===== src/rtl/automata_ctrl_pkg.sv =====
// Shared types for the automaton stream sequencer: controller states and the
// host-side view of a tagged report entry.
package automata_ctrl_pkg;

  typedef enum logic [2:0] {
    IDLE,
    FLUSH,
    RUN,
    DRAIN,
    DONE
  } ctrl_state_e;

  localparam int RPT_OFF_W   = 32;
  localparam int RPT_VEC_W   = 1;
  localparam int RPT_ENTRY_W = RPT_OFF_W + RPT_VEC_W;

  // Field order matches the packing used when entries are pushed into the FIFO.
  typedef struct packed {
    logic [RPT_OFF_W-1:0] offset;
    logic [RPT_VEC_W-1:0] vector;
  } rpt_entry_t;

endpackage


===== src/rtl/automata_stream_ctrl_report_fifo.sv =====
// Synchronous report FIFO with an occupancy count so the sequencer can reserve
// room for reports still travelling through the tag pipe.
module report_fifo #(
  parameter int WIDTH = 33,
  parameter int DEPTH = 16
) (
  input  logic                     clk,
  input  logic                     reset,
  input  logic                     push,
  input  logic [WIDTH-1:0]         push_data,
  input  logic                     pop,
  output logic [WIDTH-1:0]         pop_data,
  output logic                     empty,
  output logic                     full,
  output logic [$clog2(DEPTH):0]   count
);

  localparam int AW = $clog2(DEPTH);
  localparam int CW = AW + 1;

  logic [WIDTH-1:0] mem [DEPTH];
  logic [AW-1:0]    wr_ptr;
  logic [AW-1:0]    rd_ptr;
  logic             do_push;
  logic             do_pop;

  assign empty    = (count == '0);
  assign full     = (count == CW'(DEPTH));
  assign do_pop   = pop && !empty;
  // A full FIFO still takes a push when the same cycle frees a slot.
  assign do_push  = push && (!full || do_pop);
  assign pop_data = mem[rd_ptr];

  always_ff @(posedge clk or posedge reset) begin
    if (reset) begin
      wr_ptr <= '0;
      rd_ptr <= '0;
      count  <= '0;
    end else begin
      if (do_push) wr_ptr <= wr_ptr + AW'(1);
      if (do_pop)  rd_ptr <= rd_ptr + AW'(1);
      count <= count + CW'(do_push) - CW'(do_pop);
    end
  end

  always_ff @(posedge clk) begin
    if (do_push) mem[wr_ptr] <= push_data;
  end

endmodule


===== src/rtl/automata_stream_ctrl.sv =====
// Job sequencer for one STE automaton: flush, stream stream_len symbols, tag
// each report with the offset of the symbol that completed it, queue for host.
module automata_stream_ctrl import automata_ctrl_pkg::*; #(
  parameter int SYM_W      = 8,
  parameter int NUM_RPT    = 1,
  parameter int OFF_W      = 32,
  parameter int FIFO_DEPTH = 16,
  parameter int RPT_LAT    = 1,
  parameter int FLUSH_CYC  = 2
) (
  input  logic               clk,
  input  logic               reset,
  input  logic               start,
  input  logic [OFF_W-1:0]   stream_len,
  output logic               busy,
  output logic               done,
  input  logic               s_valid,
  output logic               s_ready,
  input  logic [SYM_W-1:0]   s_symbol,
  output logic               ste_run,
  output logic               ste_reset,
  output logic [SYM_W-1:0]   ste_symbols,
  input  logic [NUM_RPT-1:0] ste_report,
  output logic               r_valid,
  input  logic               r_ready,
  output logic [OFF_W-1:0]   r_offset,
  output logic [NUM_RPT-1:0] r_vector,
  output logic               overflow
);

  localparam int CNT_W = $clog2(FIFO_DEPTH) + 1;
  localparam int ENT_W = OFF_W + NUM_RPT;
  localparam int FL_W  = $clog2(FLUSH_CYC + 1);
  localparam logic [CNT_W-1:0] READY_LIMIT = CNT_W'(FIFO_DEPTH - RPT_LAT);

  ctrl_state_e        state;
  ctrl_state_e        state_nxt;
  logic [OFF_W-1:0]   len_q;
  logic [OFF_W-1:0]   off_cnt;
  logic [FL_W-1:0]    flush_cnt;
  logic [RPT_LAT-1:0] vld_p;
  logic [OFF_W-1:0]   off_p [RPT_LAT];
  logic               beat;
  logic               last_beat;
  logic               push;
  logic               pop;
  logic               fifo_empty;
  logic               fifo_full;
  logic [CNT_W-1:0]   fifo_count;
  logic [ENT_W-1:0]   pop_entry;

  // Keeping free > RPT_LAT guarantees every in-flight report has a slot.
  assign s_ready     = (state == RUN) && (fifo_count < READY_LIMIT);
  assign beat        = s_valid && s_ready;
  assign last_beat   = beat && (off_cnt == len_q - OFF_W'(1));
  assign ste_run     = beat;
  assign ste_symbols = s_symbol;
  assign ste_reset   = reset || (state == FLUSH);

  always_comb begin
    state_nxt = state;
    busy      = (state != IDLE);
    done      = 1'b0;
    case (state)
      IDLE:  if (start) state_nxt = FLUSH;
      FLUSH: if (flush_cnt == FL_W'(FLUSH_CYC - 1))
               state_nxt = (len_q == '0) ? DRAIN : RUN;
      RUN:   if (last_beat) state_nxt = DRAIN;
      DRAIN: if (vld_p == '0) state_nxt = DONE;
      DONE:  begin
               done      = 1'b1;
               state_nxt = IDLE;
             end
      default: state_nxt = IDLE;
    endcase
  end

  always_ff @(posedge clk or posedge reset) begin
    if (reset) begin
      state     <= IDLE;
      len_q     <= '0;
      off_cnt   <= '0;
      flush_cnt <= '0;
      overflow  <= 1'b0;
      vld_p     <= '0;
    end else begin
      state     <= state_nxt;
      flush_cnt <= (state == FLUSH) ? flush_cnt + FL_W'(1) : '0;
      if (state == IDLE && start) begin
        len_q    <= stream_len;
        off_cnt  <= '0;
        overflow <= 1'b0;
      end else begin
        if (beat) off_cnt <= off_cnt + OFF_W'(1);
        if (push && fifo_full && !pop) overflow <= 1'b1;
      end
      vld_p[0] <= beat;
      for (int i = 1; i < RPT_LAT; i++) vld_p[i] <= vld_p[i-1];
    end
  end

  // Tag pipe: beat offset -> matching report RPT_LAT cycles later
  always_ff @(posedge clk) begin
    off_p[0] <= off_cnt;
    for (int i = 1; i < RPT_LAT; i++) off_p[i] <= off_p[i-1];
  end

  // Pipe tail: only a valid tail may push, so stalled STE outputs are never re-queued
  assign push = vld_p[RPT_LAT-1] && (|ste_report);
  assign pop  = r_valid && r_ready;

  report_fifo #(
    .WIDTH (ENT_W),
    .DEPTH (FIFO_DEPTH)
  ) u_fifo (
    .clk       (clk),
    .reset     (reset),
    .push      (push),
    .push_data ({off_p[RPT_LAT-1], ste_report}),
    .pop       (pop),
    .pop_data  (pop_entry),
    .empty     (fifo_empty),
    .full      (fifo_full),
    .count     (fifo_count)
  );

  assign r_valid               = !fifo_empty;
  assign {r_offset, r_vector}  = pop_entry;

  assert property (@(posedge clk) disable iff (reset) !(push && fifo_full && !pop));

endmodule


===== config.mk =====
export PLATFORM = sky130hd
export DESIGN_NAME = automata_stream_ctrl
export DESIGN_NICKNAME = d
export VERILOG_FILES = /design/src/rtl/automata_ctrl_pkg.sv /design/src/rtl/automata_stream_ctrl_report_fifo.sv /design/src/rtl/automata_stream_ctrl.sv
export SDC_FILE = /design/constraint.sdc
export NUM_CORES = 1
export LEC_CHECK = 0
export ABC_CLOCK_PERIOD_IN_PS = 5150
export CAP_MARGIN = 20
export CORE_MARGIN = 2
export CORE_UTILIZATION = 35
export CTS_CLUSTER_SIZE = 30
export DETAILED_ROUTE_END_ITERATION = 10
export GPL_ROUTABILITY_DRIVEN = 0
export SLEW_MARGIN = 20
export SYNTH_ARGS = -nofsm -noshare
export SYNTH_HDL_FRONTEND = slang
export SYNTH_SLANG_ARGS = --single-unit
export TNS_END_PERCENT = 20

===== constraint.sdc =====
create_clock -name clk -period 5.15 [get_ports clk]
set_input_delay 0.515 -clock clk [delete_from_list [all_inputs] [get_ports clk]]
set_output_delay 0.515 -clock clk [all_outputs]
set_load 0.1 [all_outputs]

==> results of run 1 <==
==> sequential cells by signal, indices dropped and copies added, names as in the netlist <==
signal,cells
flush_cnt,2
len_q,32
off_cnt,32
off_p,32
overflow,1
state,3
u_fifo.count,5
u_fifo.mem,528
u_fifo.rd_ptr,4
u_fifo.wr_ptr,4
vld_p,1
==> metrics by stage <==
| step | power, mW | cell area [µm²] | util (%) | hold slack [ns] | setup WS (ns) |
|---|---|---|---|---|---|
| after floorplan | 10.79 | 25490 | - | 0.3454 | 1.055 |
| after detailed placement | 12.22 | 27720 | 38.58 | 0.4270 | 1.426 |
| after global routing | 17.25 | 29810 | 41.48 | 0.4594 | 0.7253 |
| final | 16.59 | 29810 | 41.48 | 0.4279 | 0.8074 |
| after global placement | 12.16 | 27720 | 38.58 | 0.4222 | 1.441 |
| after CTS | 16.83 | 29790 | 41.45 | 0.4340 | 0.7852 |
==> how the worst max path moves through the flow <==
stage | end | startpoint | slack (ns)
after floorplan | ste_reset | reset | 1.06
after global placement | r_offset[29] | u_fifo.rd_ptr[1] | 1.44
after detailed placement | r_offset[29] | u_fifo.rd_ptr[1] | 1.43
after CTS | r_offset[29] | u_fifo.rd_ptr[1] | 0.79
after global routing | r_offset[30] | u_fifo.rd_ptr[1] | 0.73
final | r_offset[29] | u_fifo.rd_ptr[1] | 0.81
==> power by group <==
group          switching (mW)  internal [mW]  leakage, nW  total (mW)
Combinational            3.51           2.14         2.58        5.65
Clock                    1.94           2.65         1.01        4.59
Sequential              0.505           5.85         6.25        6.35
==> cells in the final DEF (no fill, tap or decap), types with 3 or more instances in the layout <==
cell type        instances
clkbuf_8                 5
nor4_2                   4
xnor2_1                 37
or3_1                   13
clkbuf_1                25
nand4b_1                 3
nand2b_1                 4
ha_1                    16
buf_12                  16
nand2_1                 31
nor2_1                  49
nor3_1                  13
edfxtp_1               528
a21oi_1                 13
dfrtp_1                 80
mux2_2                  31
nor2_4                  13
inv_6                    4
clkdlybuf4s50_1         76
dfxtp_1                 32
clkbuf_16               67
clkinv_1                 7
mux4_2                 165
nand3_1                 21
xor2_1                  35
nand4_1                 15
nor3_2                   6
o21ai_0                 15
a211oi_1                 4
clkinv_2                 7
a31oi_1                  3
buf_4                   21
and3_1                   9
nor4_1                   7
inv_1                   22
bufinv_16                3
and2_1                   3
==> routing by layer <==
layer | wire [µm] | track usage, %
met5 | 0 | 0
met4 | 1344 | 4.434
met3 | 2861 | 3.179
met2 | 27700 | 24.89
met1 | 25290 | 21.53
==> worst min-delay path: cells and delay by family <==
kind,cells,cell delay [ns]
buffers and inverters,3,0.96
==> cells by family after synthesis <==
family	count (synthesis)	synth area share, %
buffers and inverters	89	1.556
AND/OR/NAND/NOR	217	4.737
multiplexers	197	15.99
adder cells (fa/ha/maj)	17	0.8638
flip-flops	644	72.96
XOR/XNOR	72	2.474
AO/OA/AOI/OAI	55	1.428
==> final cells by class <==
| class | count | area [µm²] | share of cell area [%] |
|---|---|---|---|
| multi-input cells | 558 | 6615 | 22.19 |
| well taps | 950 | 1189 | 3.988 |
| clock buffers | 97 | 1839 | 6.171 |
| repair buffers | 113 | 1239 | 4.156 |
| inverters | 23 | 87.58 | 0.2938 |
| clock inverters | 23 | 229.0 | 0.7682 |
| flip-flops and latches | 644 | 18610 | 62.43 |
==> flow_metrics.tcl, run 1 <==
set metrics [dict create \
    nNetsFinal 1469 \
    crit_fanout 46 \
    run_status "complete, no violations" \
    cts_num_sinks 644 \
    antenna_found_initial 1 \
    cts_root_buf "clkbuf_16" \
    synth-main-ff-cell "edfxtp_1" \
    synth_top_area_share_pct 62.20 \
    numCtsBuffers 66 \
    worstPathBufferInverterCount 2 \
    yosys_warnings 0 \
    drive_above_1_share_pct 25.10 \
    clock_latency_ns 0.60 \
    grt_overflow_total 0 \
    reg2reg_from "u_fifo.count[2]" \
    post_drt_wl_per_cell_um 23.75 \
    rows 98 \
    p_per_area_nw_per_um2 556.6 \
    period_share_pct 84.32 \
    diodes 0 \
    final-max-slew-violation-count 0 \
    slew_headroom_pct 31.48 \
    ant_nets 0 \
    reg2reg_slack_ns 2.18 \
    die_h_um 273.9 \
    synth_largest_area_cell "edfxtp_1" \
    yosys.cell_count.top_type "edfxtp_1" \
    async_flop_share_pct 13.04 \
    drt_first_pass_iters 5 \
    cts_tree "done" \
    yosys.cell_types.count 72 \
    nFillCells 6307 \
    instances_no_fill 2408 \
    dpl.hpwl_um 33570 \
    grt_pass1_wl_um 85070 \
    dieArea_um2 75010 \
    area.growth.synth_to_final_pct 16.92 \
    path_common_cell "mux4_2" \
    yosysSeqAreaShare_pct 72.96 \
    first_iter_violations 1034 \
    ir_drop_mv 0.4862 \
    cts-hold-fix-buffers 0 \
    finalSetupTns_ns 0 \
    numPortBuffers 77 \
    cpMaxStageDelayCell "clkdlybuf4s50_1" \
    hold_viol 0 \
    synthCells 1291 \
    setup-violations-final 0 \
    crit_path_start_kind "flip-flop" \
    cts_resized 0 \
    r2r_cells 14 \
    synth_edf_count 528 \
    cp.depth 4 \
    avgSynthCellArea_um2 19.75 \
    core_area_um2 71850 \
    tightestPinTransition_ns 1.025 \
    arrival_ns 3.83 \
    fmax_ghz 0.2303 \
    htreeDepth 3 \
    worstSetupPathType "flip-flop to primary output" \
    ios 94 \
    synthTopCellsByCount "edfxtp_1 (528), mux4_2 (165), dfrtp_1 (84), nor2_1 (62), xnor2_1 (37)" \
    syn_nets 1354 \
    clk_pin_slew_worst_paths_ns 0.06 \
    grt_usage_pct 15.53 \
    rsz0062_at_grt "no" \
    reg2reg_to "u_fifo.count[4]" \
    grt_max_degree 55 \
    syn_area_um2 25490 \
    vias_per_cell 5.172 \
    slowest_delay_ns 1.03 \
    synthTopCellsByArea "edfxtp_1 (62%), mux4_2 (15%), dfrtp_1 (8.2%)" \
    start_util_pct 35.48 \
    wirelength_um 57190 \
    drv_cap 0 \
    p_leak_nw 9.835 \
    cts_buffer_depth 3 \
    chipWidth_um 273.9 \
    path_cells "buf_12 -> mux4_2 -> mux4_2 -> clkdlybuf4s50_1" \
    place_inst 2287 \
    drc 0 \
    hold_class "primary input to async pin" \
    cp_top_family "buffers and inverters" \
    grt_pass1_vias 13080 \
    endpoint_kind "primary output" \
    worst_clock_skew_ns 0.02338 \
    period_needed_ns 4.343 \
    vias 12450 \
    postCtsSetupBuffers 0 \
    synth_seq_cells 644 \
    required_ns 4.64 \
]
(Power assumes the default switching activity.)
==> inputs of run 2 (changes only) <==
ABC_CLOCK_PERIOD_IN_PS = 3650   (was 5150)
clock period = 3.65 ns   (was 5.15 ns; I/O delays follow)
==> flow_metrics.tcl, run 2 (synthesis results as in run 1) <==
set metrics [dict create \
    grt_max_degree 44 \
    setup-violations-final 0 \
    hold_class "primary input to async pin" \
    most-common-layout-cells "edfxtp_1 (528), mux4_2 (165), dfrtp_1 (80)" \
    design_area_um2 30320 \
    drive_above_1_share_pct 28.59 \
    cts_num_sinks 644 \
    p_leak_nw 10.11 \
    numCtsBuffers 69 \
    period_share_pct 90.65 \
    grt_usage_pct 15.33 \
    start_util_pct 35.48 \
    layout_setup_ws_ns 0.3412 \
    largest_reg_flops 528 \
    period_needed_ns 3.309 \
    cts_buffer_depth 3 \
    post_drt_wl_per_cell_um 23.31 \
    ios 94 \
    dieArea_um2 75010 \
    final_common_cell "edfxtp_1" \
    worst_clock_skew_ns 0.02289 \
    cts_resized 0 \
    dpl.hpwl_um 33290 \
    rsz0062_at_grt "no" \
    reg2reg_slack_ns 0.83 \
    htreeDepth 3 \
    worstSetupPathType "flip-flop to primary output" \
    wirelength_um 56540 \
    nFillCells 6267 \
    drt_first_pass_iters 5 \
    diodes 0 \
    antenna_found_initial 5 \
    dpl_cell_area_um2 28120 \
    tightestPinTransition_ns 0.9878 \
    required_ns 3.28 \
    fmax_ghz 0.3022 \
    hold_viol 0 \
    pre_cts_slack_ns 0.8098 \
    endpoint_kind "primary output" \
    largest-register "u_fifo.mem" \
    drc 0 \
    cts_tree "done" \
    arrival_ns 2.94 \
    drv_cap 0 \
    clk_pin_slew_worst_paths_ns 0.06 \
    die_h_um 273.9 \
    cts_root_buf "clkbuf_16" \
    finalSetupTns_ns 0 \
    grt_pass1_wl_um 84390 \
    rows 98 \
    ir_drop_mv 0.7405 \
    grt_pass1_vias 12840 \
    core_area_um2 71850 \
    chipWidth_um 273.9 \
    vias 12630 \
    grt_overflow_total 0 \
    slew_headroom_pct 33.94 \
    area.growth.synth_to_final_pct 18.95 \
    cts-hold-fix-buffers 0 \
    crit_fanout 34 \
    multiInputGateArea_um2 6621 \
    r2r_cells 8 \
    final-max-slew-violation-count 0 \
    run_status "complete, no violations" \
    seqCellArea_um2 18610 \
    p_per_area_nw_per_um2 804.4 \
    clock_latency_ns 0.60 \
    finalPower_mw 24.39 \
    first_iter_violations 1276 \
    postCtsSetupBuffers 0 \
    reg2reg_to "off_cnt[26]" \
    nNetsFinal 1484 \
    ant_nets 0 \
    numPortBuffers 77 \
    crit_path_start_kind "flip-flop" \
    reg2reg_from "state[0]" \
    vias_per_cell 5.205 \
]
run 2: cell count changes in the layout (fill, tap and decap cells not counted), sizes merged:
cell and change:
bufinv +1, buf +47, clkbuf -2, inv -2, clkinvlp +3, clkinv +6
clkdlybuf4s50 -35
run 2: worst max path at each step:
stage,start,end,slack (ns),cells after the start
after floorplan,u_fifo.count[2],u_fifo.mem[0][0],-0.35,7
after global placement,state[0],off_cnt[26],0.84,8
after global routing,u_fifo.rd_ptr[0],r_offset[4],0.20,4
after CTS,u_fifo.rd_ptr[0],r_offset[4],0.26,4
final,u_fifo.rd_ptr[0],r_offset[4],0.34,4
after detailed placement,state[0],off_cnt[31],0.81,8
run 2: critical path, cell delays in order, from the launching register on:
cell and delay [ns]:
dfrtp_4 0.68, buf_12 0.33, mux4_2 0.55, mux4_2 0.54, buf_12 0.19
run 2: per-stage QoR:
step                      cells  utilization, %  hold WS, ns
after global placement     2300           39.14       0.4231
after floorplan            1291               -       0.3454
after detailed placement   2300           39.14       0.4272
after global routing       2426           42.20       0.3498
after CTS                  2426           42.20       0.2913
final                      2426           42.20       0.2843
run 2: where the power goes:
part,switching (mW),leakage [nW],internal (mW)
clock network,2.79,1.06,3.96
registers,0.769,6.25,8.25
logic,5.06,2.80,3.56
total,8.62,10.1,15.8
run 2: final cells by class:
cell class | instances | share of cell area [%]
clock buffers | 95 | 6.285
clock inverters | 31 | 0.9697
inverters | 23 | 0.2889
multi-input cells | 558 | 21.84
flip-flops and latches | 644 | 61.37
well taps | 950 | 3.920
repair buffers | 125 | 5.331
run 2: routing by layer:
layer / track usage, % / routed length, µm / vias up
met4: 4.191 / 1155 / 0
met5: 0 / 0 / -
met3: 2.916 / 3239 / 83
li1: - / - / 5476
met1: 21.55 / 24850 / 6701
met2: 24.51 / 27300 / 367
==> inputs of run 3 (changes only) <==
RECOVER_POWER = 25   (was unset)
==> flow_metrics.tcl, run 3 (synthesis results as in run 1) <==
set metrics [dict create \
    vias 12620 \
    endpoint_kind "primary output" \
    crit_path_start_kind "flip-flop" \
    worst_clock_skew_ns 0.02192 \
    finalPower_mw 24.38 \
    cts_buffer_depth 3 \
    slowest_delay_ns 0.68 \
    grt_overflow_total 0 \
    cpMaxStageDelayCell "dfrtp_4" \
    rsz0062_at_grt "no" \
    clk_pin_slew_worst_paths_ns 0.06 \
    grt_usage_pct 15.33 \
    most-common-layout-cells "edfxtp_1 (528), mux4_2 (165), dfrtp_1 (80)" \
    grt_pass1_vias 12840 \
    run_status "complete, but fails checks" \
    violations "capacitance limit, slew limit" \
    dpl.hpwl_um 33290 \
    arrival_ns 2.94 \
    worstSetupPathType "flip-flop to primary output" \
    ir_drop_mv 0.7405 \
    cts-hold-fix-buffers 0 \
    ant_nets 0 \
    first_iter_violations 1254 \
    diodes 0 \
    hold_viol 0 \
    numCtsBuffers 69 \
    grt_max_degree 44 \
    crit_fanout 34 \
    p_leak_nw 10.10 \
    nNetsFinal 1484 \
    fmax_ghz 0.3027 \
    wirelength_um 56700 \
    setup-violations-final 0 \
    place_inst 2300 \
    die_h_um 273.9 \
    instances_no_fill 2426 \
    drt_first_pass_iters 5 \
    p_per_area_nw_per_um2 804.3 \
    period_needed_ns 3.304 \
    vias_per_cell 5.203 \
    path_cells "buf_12 -> mux4_2 -> mux4_2 -> buf_12" \
    drc 0 \
    clock_latency_ns 0.60 \
    start_util_pct 35.48 \
    rows 98 \
    cts_num_sinks 644 \
    drive_above_1_share_pct 28.46 \
    numPortBuffers 77 \
    cts_root_buf "clkbuf_16" \
    tightestPinTransition_ns 2.143 \
    antenna_found_initial 5 \
    ios 94 \
    final-max-slew-violation-count 42 \
    largest_reg_flops 528 \
    period_share_pct 90.52 \
    cts_tree "done" \
    largest-register "u_fifo.mem" \
    chipWidth_um 273.9 \
    required_ns 3.28 \
    drv_cap 1 \
    core_area_um2 71850 \
    slew_headroom_pct -42.87 \
    hold_ws_ns 0.3891 \
    postCtsSetupBuffers 0 \
    post_drt_wl_per_cell_um 23.37 \
    area.growth.synth_to_final_pct 18.92 \
    hold_class "primary input to flip-flop" \
    final_common_cell "edfxtp_1" \
    dieArea_um2 75010 \
    cts_resized 0 \
    htreeDepth 3 \
    grt_pass1_wl_um 84390 \
]
run 3: routing by layer:
layer | track usage (%) | part of all wire [%] | up-vias
met3 | 2.916 | 5.6 | 84
met5 | 0 | 0 | -
met4 | 4.191 | 2.1 | 0
li1 | - | - | 5477
met1 | 21.55 | 44 | 6715
met2 | 24.51 | 48 | 347
run 3: metrics by stage:
| step | setup slack (ns) | TNS (ns) | area, µm² | utilization, % |
|---|---|---|---|---|
| global route | 0.1996 | 0 | 30310 | 42.19 |
| floorplan | -0.3487 | -34.49 | 25500 | - |
| CTS | 0.2581 | 0 | 30320 | 42.20 |
| finish | 0.3459 | 0 | 30310 | 42.19 |
| detailed placement | 0.8098 | 0 | 28120 | 39.14 |
| global placement | 0.8393 | 0 | 28120 | 39.14 |
run 3: where the power goes:
part           switching [mW]  internal [mW]
registers               0.768           8.25
logic                    5.06           3.56
clock network            2.79           3.96
run 3: final cells by class:
class,count,area [µm²]
clock buffers,95,1906
clock inverters,31,294.0
fillers,6269,41540
inverters,23,87.58
multi-input cells,558,6621
flip-flops and latches,644,18610
well taps,950,1189
repair buffers,125,1609
run 3: final timing paths:
path                       slack [ns]  cells past startpoint               to        startpoint
setup / recovery                 0.35                      4      r_offset[4]  u_fifo.rd_ptr[0]
hold / removal                   0.39                      2        len_q[16]    stream_len[16]
setup reg to reg                 0.82                      8      off_cnt[26]          state[0]
hold reg to reg                  0.43                      1     flush_cnt[0]      flush_cnt[0]
max in group asynchronous        1.27                      3        len_q[30]             reset
min in group asynchronous        0.52                      3  u_fifo.count[2]             reset
run 3: worst max-delay path, delay by kind of cell (launching register included):
family                 cells  cell delay [ns]
buffers and inverters      2             0.52
flip-flops                 1             0.68
multiplexers               2             1.09
